$ cat src/rtl/serial_arith_pkg.sv
// Shared types for the bit-serial arithmetic unit: op codes, FSM states, default word length.
package serial_arith_pkg;

  localparam int unsigned DefaultWidth = 26;

  typedef enum logic [2:0] {
    OpAdd   = 3'd0,
    OpSub   = 3'd1,
    OpRsub  = 3'd2,
    OpAnd   = 3'd3,
    OpXor   = 3'd4,
    OpPassb = 3'd5,
    OpShr   = 3'd6,
    OpShl   = 3'd7
  } op_e;

  typedef enum logic [1:0] {
    StIdle = 2'd0,
    StRun  = 2'd1,
    StDone = 2'd2
  } state_e;

  // Subtractions start with carry-in 1 so that x + ~y + 1 forms the difference.
  function automatic logic op_is_sub(op_e op);
    return (op == OpSub) || (op == OpRsub);
  endfunction

endpackage

$ cat src/rtl/serial_alu_bit.sv
// One-bit ALU slice: operand swap/invert, full adder, logic mux and the carry latch.
// Optional overflow detect output is present when SERIAL_ARITH_OVF_EN is defined.
module serial_alu_bit
  import serial_arith_pkg::*;
(
  input  logic clk_i,
  input  logic rst_ni,
  input  logic load_i,
  input  logic en_i,
  input  op_e  op_i,
  input  logic a_bit_i,
  input  logic a_next_i,
  input  logic b_bit_i,
  output logic r_bit_o,
  output logic carry_o
`ifdef SERIAL_ARITH_OVF_EN
  ,
  output logic ovf_o
`endif
);

  logic carry_q, carry_d;
  logic x, y, sum, cout;

  always_comb begin
    x = a_bit_i;
    y = b_bit_i;
    if (op_i == OpSub) begin
      y = ~b_bit_i;
    end else if (op_i == OpRsub) begin
      x = b_bit_i;
      y = ~a_bit_i;
    end
    sum  = x ^ y ^ carry_q;
    cout = (x & y) | (carry_q & (x ^ y));
  end

  always_comb begin
    r_bit_o = sum;
    carry_d = cout;
    unique case (op_i)
      OpAdd, OpSub, OpRsub: begin
        r_bit_o = sum;
        carry_d = cout;
      end
      OpAnd: begin
        r_bit_o = a_bit_i & b_bit_i;
        carry_d = 1'b0;
      end
      OpXor: begin
        r_bit_o = a_bit_i ^ b_bit_i;
        carry_d = 1'b0;
      end
      OpPassb: begin
        r_bit_o = b_bit_i;
        carry_d = 1'b0;
      end
      OpShr: begin
        r_bit_o = a_next_i;
        carry_d = 1'b0;
      end
      // The latch acts as a one-bit delay line: emit A[k-1], capture A[k].
      OpShl: begin
        r_bit_o = carry_q;
        carry_d = a_bit_i;
      end
    endcase
  end

`ifdef SERIAL_ARITH_OVF_EN
  // Meaningful only on the sign bit; the top samples it on the last RUN cycle.
  assign ovf_o = (op_i == OpAdd || op_i == OpSub || op_i == OpRsub) && (x == y) && (sum != x);
`endif

  always_ff @(posedge clk_i or negedge rst_ni) begin
    if (!rst_ni) begin
      carry_q <= 1'b0;
    end else if (load_i) begin
      carry_q <= op_is_sub(op_i);
    end else if (en_i) begin
      carry_q <= carry_d;
    end
  end

  assign carry_o = carry_q;

endmodule

$ cat src/rtl/serial_arith_unit.sv
// Bit-serial arithmetic/logic unit: parallel load, LSB-first processing, parallel result.
// Defining SERIAL_ARITH_OVF_EN adds the two's-complement overflow flag output.
module serial_arith_unit
  import serial_arith_pkg::*;
#(
  parameter int unsigned WIDTH = DefaultWidth,
  parameter int unsigned CNTW  = $clog2(WIDTH)
) (
  input  logic             clk_i,
  input  logic             rst_ni,
  input  logic             start_i,
  input  logic [2:0]       op_i,
  input  logic [WIDTH-1:0] a_i,
  input  logic [WIDTH-1:0] b_i,
  output logic             busy_o,
  output logic             done_o,
  output logic             r_bit_o,
  output logic [WIDTH-1:0] result_o,
  output logic             carry_o,
  output logic             zero_o
`ifdef SERIAL_ARITH_OVF_EN
  ,
  output logic             ovf_o
`endif
);

  state_e           state_q, state_d;
  logic [CNTW-1:0]  cnt_q, cnt_d;
  logic [WIDTH-1:0] a_q, a_d, b_q, b_d, res_q, res_d;
  op_e              op_q, op_d;
  logic             zero_q, zero_d;

  logic             load, run, last, alu_r;
  op_e              alu_op;
  logic [WIDTH-1:0] res_shift;

  assign load      = (state_q == StIdle) && start_i;
  assign run       = (state_q == StRun);
  assign last      = run && (cnt_q == CNTW'(WIDTH - 1));
  // The slice needs the incoming op on the load edge to pick its carry-in.
  assign alu_op    = load ? op_e'(op_i) : op_q;
  assign res_shift = {alu_r, res_q[WIDTH-1:1]};

  always_comb begin
    state_d = state_q;
    cnt_d   = cnt_q;
    a_d     = a_q;
    b_d     = b_q;
    op_d    = op_q;
    res_d   = res_q;
    zero_d  = zero_q;
    unique case (state_q)
      StIdle: begin
        if (start_i) begin
          state_d = StRun;
          cnt_d   = '0;
          a_d     = a_i;
          b_d     = b_i;
          op_d    = op_e'(op_i);
        end
      end
      StRun: begin
        // A shifts arithmetically so a_q[1] yields the sign bit on the final SHR step.
        a_d   = {a_q[WIDTH-1], a_q[WIDTH-1:1]};
        b_d   = {1'b0, b_q[WIDTH-1:1]};
        res_d = res_shift;
        cnt_d = cnt_q + CNTW'(1);
        if (last) begin
          state_d = StDone;
          cnt_d   = '0;
          zero_d  = (res_shift == '0);
        end
      end
      StDone: begin
        state_d = StIdle;
      end
      default: begin
        state_d = StIdle;
      end
    endcase
  end

  always_ff @(posedge clk_i or negedge rst_ni) begin
    if (!rst_ni) begin
      state_q <= StIdle;
      cnt_q   <= '0;
      a_q     <= '0;
      b_q     <= '0;
      op_q    <= OpAdd;
      res_q   <= '0;
      zero_q  <= 1'b0;
    end else begin
      state_q <= state_d;
      cnt_q   <= cnt_d;
      a_q     <= a_d;
      b_q     <= b_d;
      op_q    <= op_d;
      res_q   <= res_d;
      zero_q  <= zero_d;
    end
  end

`ifdef SERIAL_ARITH_OVF_EN
  logic alu_ovf, ovf_q;

  always_ff @(posedge clk_i or negedge rst_ni) begin
    if (!rst_ni) begin
      ovf_q <= 1'b0;
    end else if (last) begin
      ovf_q <= alu_ovf;
    end
  end

  assign ovf_o = ovf_q;
`endif

  serial_alu_bit u_alu_bit (
    .clk_i    (clk_i),
    .rst_ni   (rst_ni),
    .load_i   (load),
    .en_i     (run),
    .op_i     (alu_op),
    .a_bit_i  (a_q[0]),
    .a_next_i (a_q[1]),
    .b_bit_i  (b_q[0]),
    .r_bit_o  (alu_r),
    .carry_o  (carry_o)
`ifdef SERIAL_ARITH_OVF_EN
    ,
    .ovf_o    (alu_ovf)
`endif
  );

  assign busy_o   = run;
  assign done_o   = (state_q == StDone);
  assign r_bit_o  = run & alu_r;
  assign result_o = res_q;
  assign zero_o   = zero_q;

endmodule

$ cat config.mk
export PLATFORM = sky130hd
export DESIGN_NAME = serial_arith_unit
export DESIGN_NICKNAME = d
export VERILOG_FILES = /design/src/rtl/serial_arith_pkg.sv /design/src/rtl/serial_alu_bit.sv /design/src/rtl/serial_arith_unit.sv
export SDC_FILE = /design/constraint.sdc
export NUM_CORES = 1
export LEC_CHECK = 0
export ABC_AREA = 1
export BUFFER_PORTS_ARGS = -buffer_cell sky130_fd_sc_hd__buf_2
export CAP_MARGIN = 15
export CELL_PAD_IN_SITES_DETAIL_PLACEMENT = 1
export CELL_PAD_IN_SITES_GLOBAL_PLACEMENT = 1
export CORE_ASPECT_RATIO = 1.5
export CORE_UTILIZATION = 43
export CTS_BUF_LIST = sky130_fd_sc_hd__clkbuf_16
export DETAILED_ROUTE_END_ITERATION = 8
export PLACE_DENSITY = 0.92
export SLEW_MARGIN = 20
export SYNTH_ARGS = -nofsm -noshare
export SYNTH_HDL_FRONTEND = slang
export SYNTH_SLANG_ARGS = --single-unit
$ cat constraint.sdc
create_clock -name clk_i -period 5.94 [get_ports clk_i]
set_input_delay 0.891 -clock clk_i [delete_from_list [all_inputs] [get_ports clk_i]]
set_output_delay 0.891 -clock clk_i [all_outputs]
set_load 0.02 [all_outputs]
==> summary.md <==
| Metric | Value |
|---|---|
| Achievable Freq | `~0.25 GHz` |
| Crit path top cell by count | `nand2_1` |
| Dominant synthesized flop cell | `dfrtp_1` |
| Die Height | `approximately 120 um` |
| RSZ-0062 raised after global routing | `no` |
| Worst Skew | `~0.0076 ns` |
| Worst Path Max Fanout | `12` |
| Post-CTS resize count | `0` |
| LEAKAGE | `~2.4 nW` |
| Slew @ Worst Pin | `0.675 ns` |
| DRT Pass-1 Iters | `4` |
| CP Buf/Inv Count | `5` |
| # fillers | `1159` |
| Worst reg2reg path depth | `16` |
| Antenna diode count | `0` |
| Placer Congestion | `around 0.84` |
| Distinct cells, synth | `29` |
| Count of maximum capacitance violations | `0` |
| Total wire length | `around 11000 um` |
| Post-route DRC | `0` |
| Iter 0 DRT Violations | `about 150` |
| WS Path Type | `in2out` |
| CTS Hold Buffers Added | `0` |
| Family with the most delay on the worst path | `simple AND/OR/NAND/NOR gates` |
| CP startpoint kind | `primary input` |
| Cell count along the critical path | `17` |
| CP max stage cell | `fa_1` |
| Dpl hpwl | `~7200 um` |
| Global route overflow | `0` |
| Clock latency on the worst-skew pair | `between 0.3 and 0.4 ns` |
| Setup crit end kind | `output pin` |
| Met2 routed WL | `5640 um` |
| Routed Antenna Nets | `0` |
| Clock root cell | `clkbuf_16` |
| Post-synth top area share | `around 54%` |
| Max transition margin | `55.0%` |
| Cts bufs inserted | `9` |
| Final period utilization | `67.7%` |
| Vias per cell | `5.39` |
| Critical path cell sequence | `buf_2 -> nand2_2 -> nand2_1 -> nand2_1 -> nand2_1 -> nor2_1 -> nand2_1 -> o211ai_1 -> fa_1 -> inv_1 -> nand3_1 -> nand2_1 -> inv_1 -> nand2_1 -> nand2_1 -> inv_1 -> buf_2` |
| Mapped Nets | `561` |
| Syn avg cell area | `8.38 sq um` |
| Register area share after synthesis | `between 50 and 60%` |
| Mapped cell area | `between 4000 and 5000 sq um` |
| WP data required | `5.05 ns` |
| Met1 Wirelength | `around 4300 um` |
| Hold Slack | `0.492 ns` |
| Vias in the first global route | `between 3000 and 4000` |
| Clk sinks | `90` |
| Top layer in use | `met4` |
| Total GRT Usage | `a little under a quarter` |
| Die width | `just over 80 um` |
| Maximum number of pins on one net before global-route repair | `71` |
| HP Class | `reg2reg` |
| Peak VDD IR | `just under 0.4 mV` |
| Via count | `3716` |
| PwrDens | `~610 nW/um^2` |
| EDFF count, synth | `0` |
| Cells after synthesis | `around 500` |
| Status | `complete, no violations` |
| Final worst path period need | `between 4 and 5 ns` |
| Share of post-route cells with drive strength above 1 | `around 20%` |
| Ys async rst share | `100%` |
| I/O pin count | `89` |
| Die area | `10100 sq um` |
| FF+latch count, synth | `90` |
| H-tree lvl count | `3` |
| Hold Path Depth | `2` |
| Final hold viol count | `0` |
| Critical Path Max Stage Delay | `around 0.46 ns` |
| Starting density of the core | `between 40% and 50%` |
| Final setup violation count | `0` |
| Clock buffer depth | `2` |
| Layout area overhead | `19.0%` |
| Initial antenna violation count | `0` |
| Met3 WL | `~380 um` |
| Clk slew on worst S/H paths | `~0.060 ns` |
| TNS Setup | `0 ns` |
| Port bufs | `between 80 and 90` |
| WL/cell | `between 15 and 20 um` |
| CORE AREA | `roughly 9400 sq um` |
| FP Rows | `between 40 and 50` |
| CTS tree | `done` |
| Synth area leaders | `dfrtp_1 (54%), o21ai_0 (14%), nand2_1 (7.4%)` |
| Biggest area consumer among synthesized cells | `dfrtp_1` |
| Yosys warning count | `0` |
| CP arrival | `3.13 ns` |
| Postcts setup bufs | `0` |
| First-pass GRT wire length | `17700 um` |
| Max-slew violation count | `0` |
| # nets final | `635` |
==> metrics by stage <==
step / std cells / instance area [sq um] / util [%] / setup WS [ns] / power (mW)
2_1_floorplan: 499 / 4180 / - / 2.37 / 2.06
3_3_place_gp: 674 / 4660 / 49.8 / 2.10 / 2.34
3_5_place_dp: 674 / 4660 / 49.8 / 1.92 / 2.45
4_1_cts: 690 / 4980 / 53.2 / 1.91 / 3.08
5_1_grt: 690 / 4980 / 53.2 / 1.66 / 3.34
6_report: 690 / 4980 / 53.2 / 1.92 / 3.04
==> routing by layer <==
layer  vias up  GRT usage [%]
met4         0           10.5
met1      1844           25.9
met5         -              0
met3        19           4.16
met2        86           41.0
li1       1767              -
==> synthesized netlist by cell type (2+ instances only) <==
cell type,instances
nand4_1,4
a21oi_1,25
dfrtp_1,90
o21ai_1,12
ha_1,3
nor2_4,2
o21ai_0,117
nand2_2,7
inv_1,59
nor2_1,33
o22ai_1,3
buf_2,14
xor2_1,2
nand3_1,20
clkbuf_1,12
nor4_1,2
nand2_1,82
==> registers in the layout (all words and copies together), names as in the netlist <==
name,cells
cnt_q,5
state_q,2
a_q,26
zero_o,1
op_q,3
b_q,26
result_o,26
u_alu_bit.carry_o,1
==> logic make-up after synthesis <==
| kind of cell | count (synthesis) | synth area share (%) |
|---|---|---|
| compound gates | 159 | 19.3 |
| simple gates | 154 | 16.2 |
| flops | 90 | 53.8 |
| buf+inv | 89 | 8.64 |
| fa+ha+maj | 4 | 1.38 |
| xor+xnor | 3 | 0.628 |
==> placed cells by master (no fill, tap or decap), drive strengths merged <==
master      n
nand2      91
a32o        1
buf        91
clkbuf      9
bufinv      2
o211ai      1
fa          1
xnor2       1
inv        62
clkinv      3
nor2       35
o22ai       3
a21oi      25
nand3b      1
clkinvlp    1
nand3      20
dfrtp      90
nor4        2
o21ai     129
ha          3
nor3        1
xor2        2
nand4       4
==> where the power goes <==
group          leakage, nW  internal (mW)  total [mW]  switching, mW
Clock                0.151          0.368       0.613          0.245
Combinational         1.19          0.448        1.35          0.899
Sequential            1.10          0.911        1.08          0.173
Total                 2.44           1.73        3.04           1.32
==> worst paths after layout <==
kind | startpoint | to | slack (ns)
setup reg to reg | state_q[0] | result_o[25] | 3.25
setup / recovery | start_i | r_bit_o | 1.92
min in group asynchronous | rst_ni | result_o[5] | 0.56
max in group asynchronous | rst_ni | a_q[2] | 4.39
hold / removal | b_q[2] | b_q[2] | 0.49
hold reg to reg | b_q[2] | b_q[2] | 0.49
==> cell type report <==
class / instances / area (sq um) / share of cell area [%]
Clock inverter: 7 / 92.6 / 1.86
Timing Repair Buffer: 91 / 465 / 9.35
Multi-Input combinational cell: 320 / 1570 / 31.5
Clock buffer: 9 / 225 / 4.52
Sequential cell: 90 / 2250 / 45.2
Tap cell: 112 / 140 / 2.82
Inverter: 61 / 231 / 4.65
==> worst register-to-register path: stages, from the launching register on <==
cell	delay (ns)
dfrtp_1	0.43
nor2_4	0.24
nand2_2	0.26
nand2_1	0.14
nand2_1	0.12
nand2_1	0.13
nand3_1	0.11
nand2_1	0.09
o211ai_1	0.11
fa_1	0.50
inv_1	0.04
nand3_1	0.07
nand2_1	0.06
inv_1	0.07
nand2_1	0.06
nand2_1	0.08
nand2_1	0.06
No activity file was read; power rests on OpenSTA's default activity.
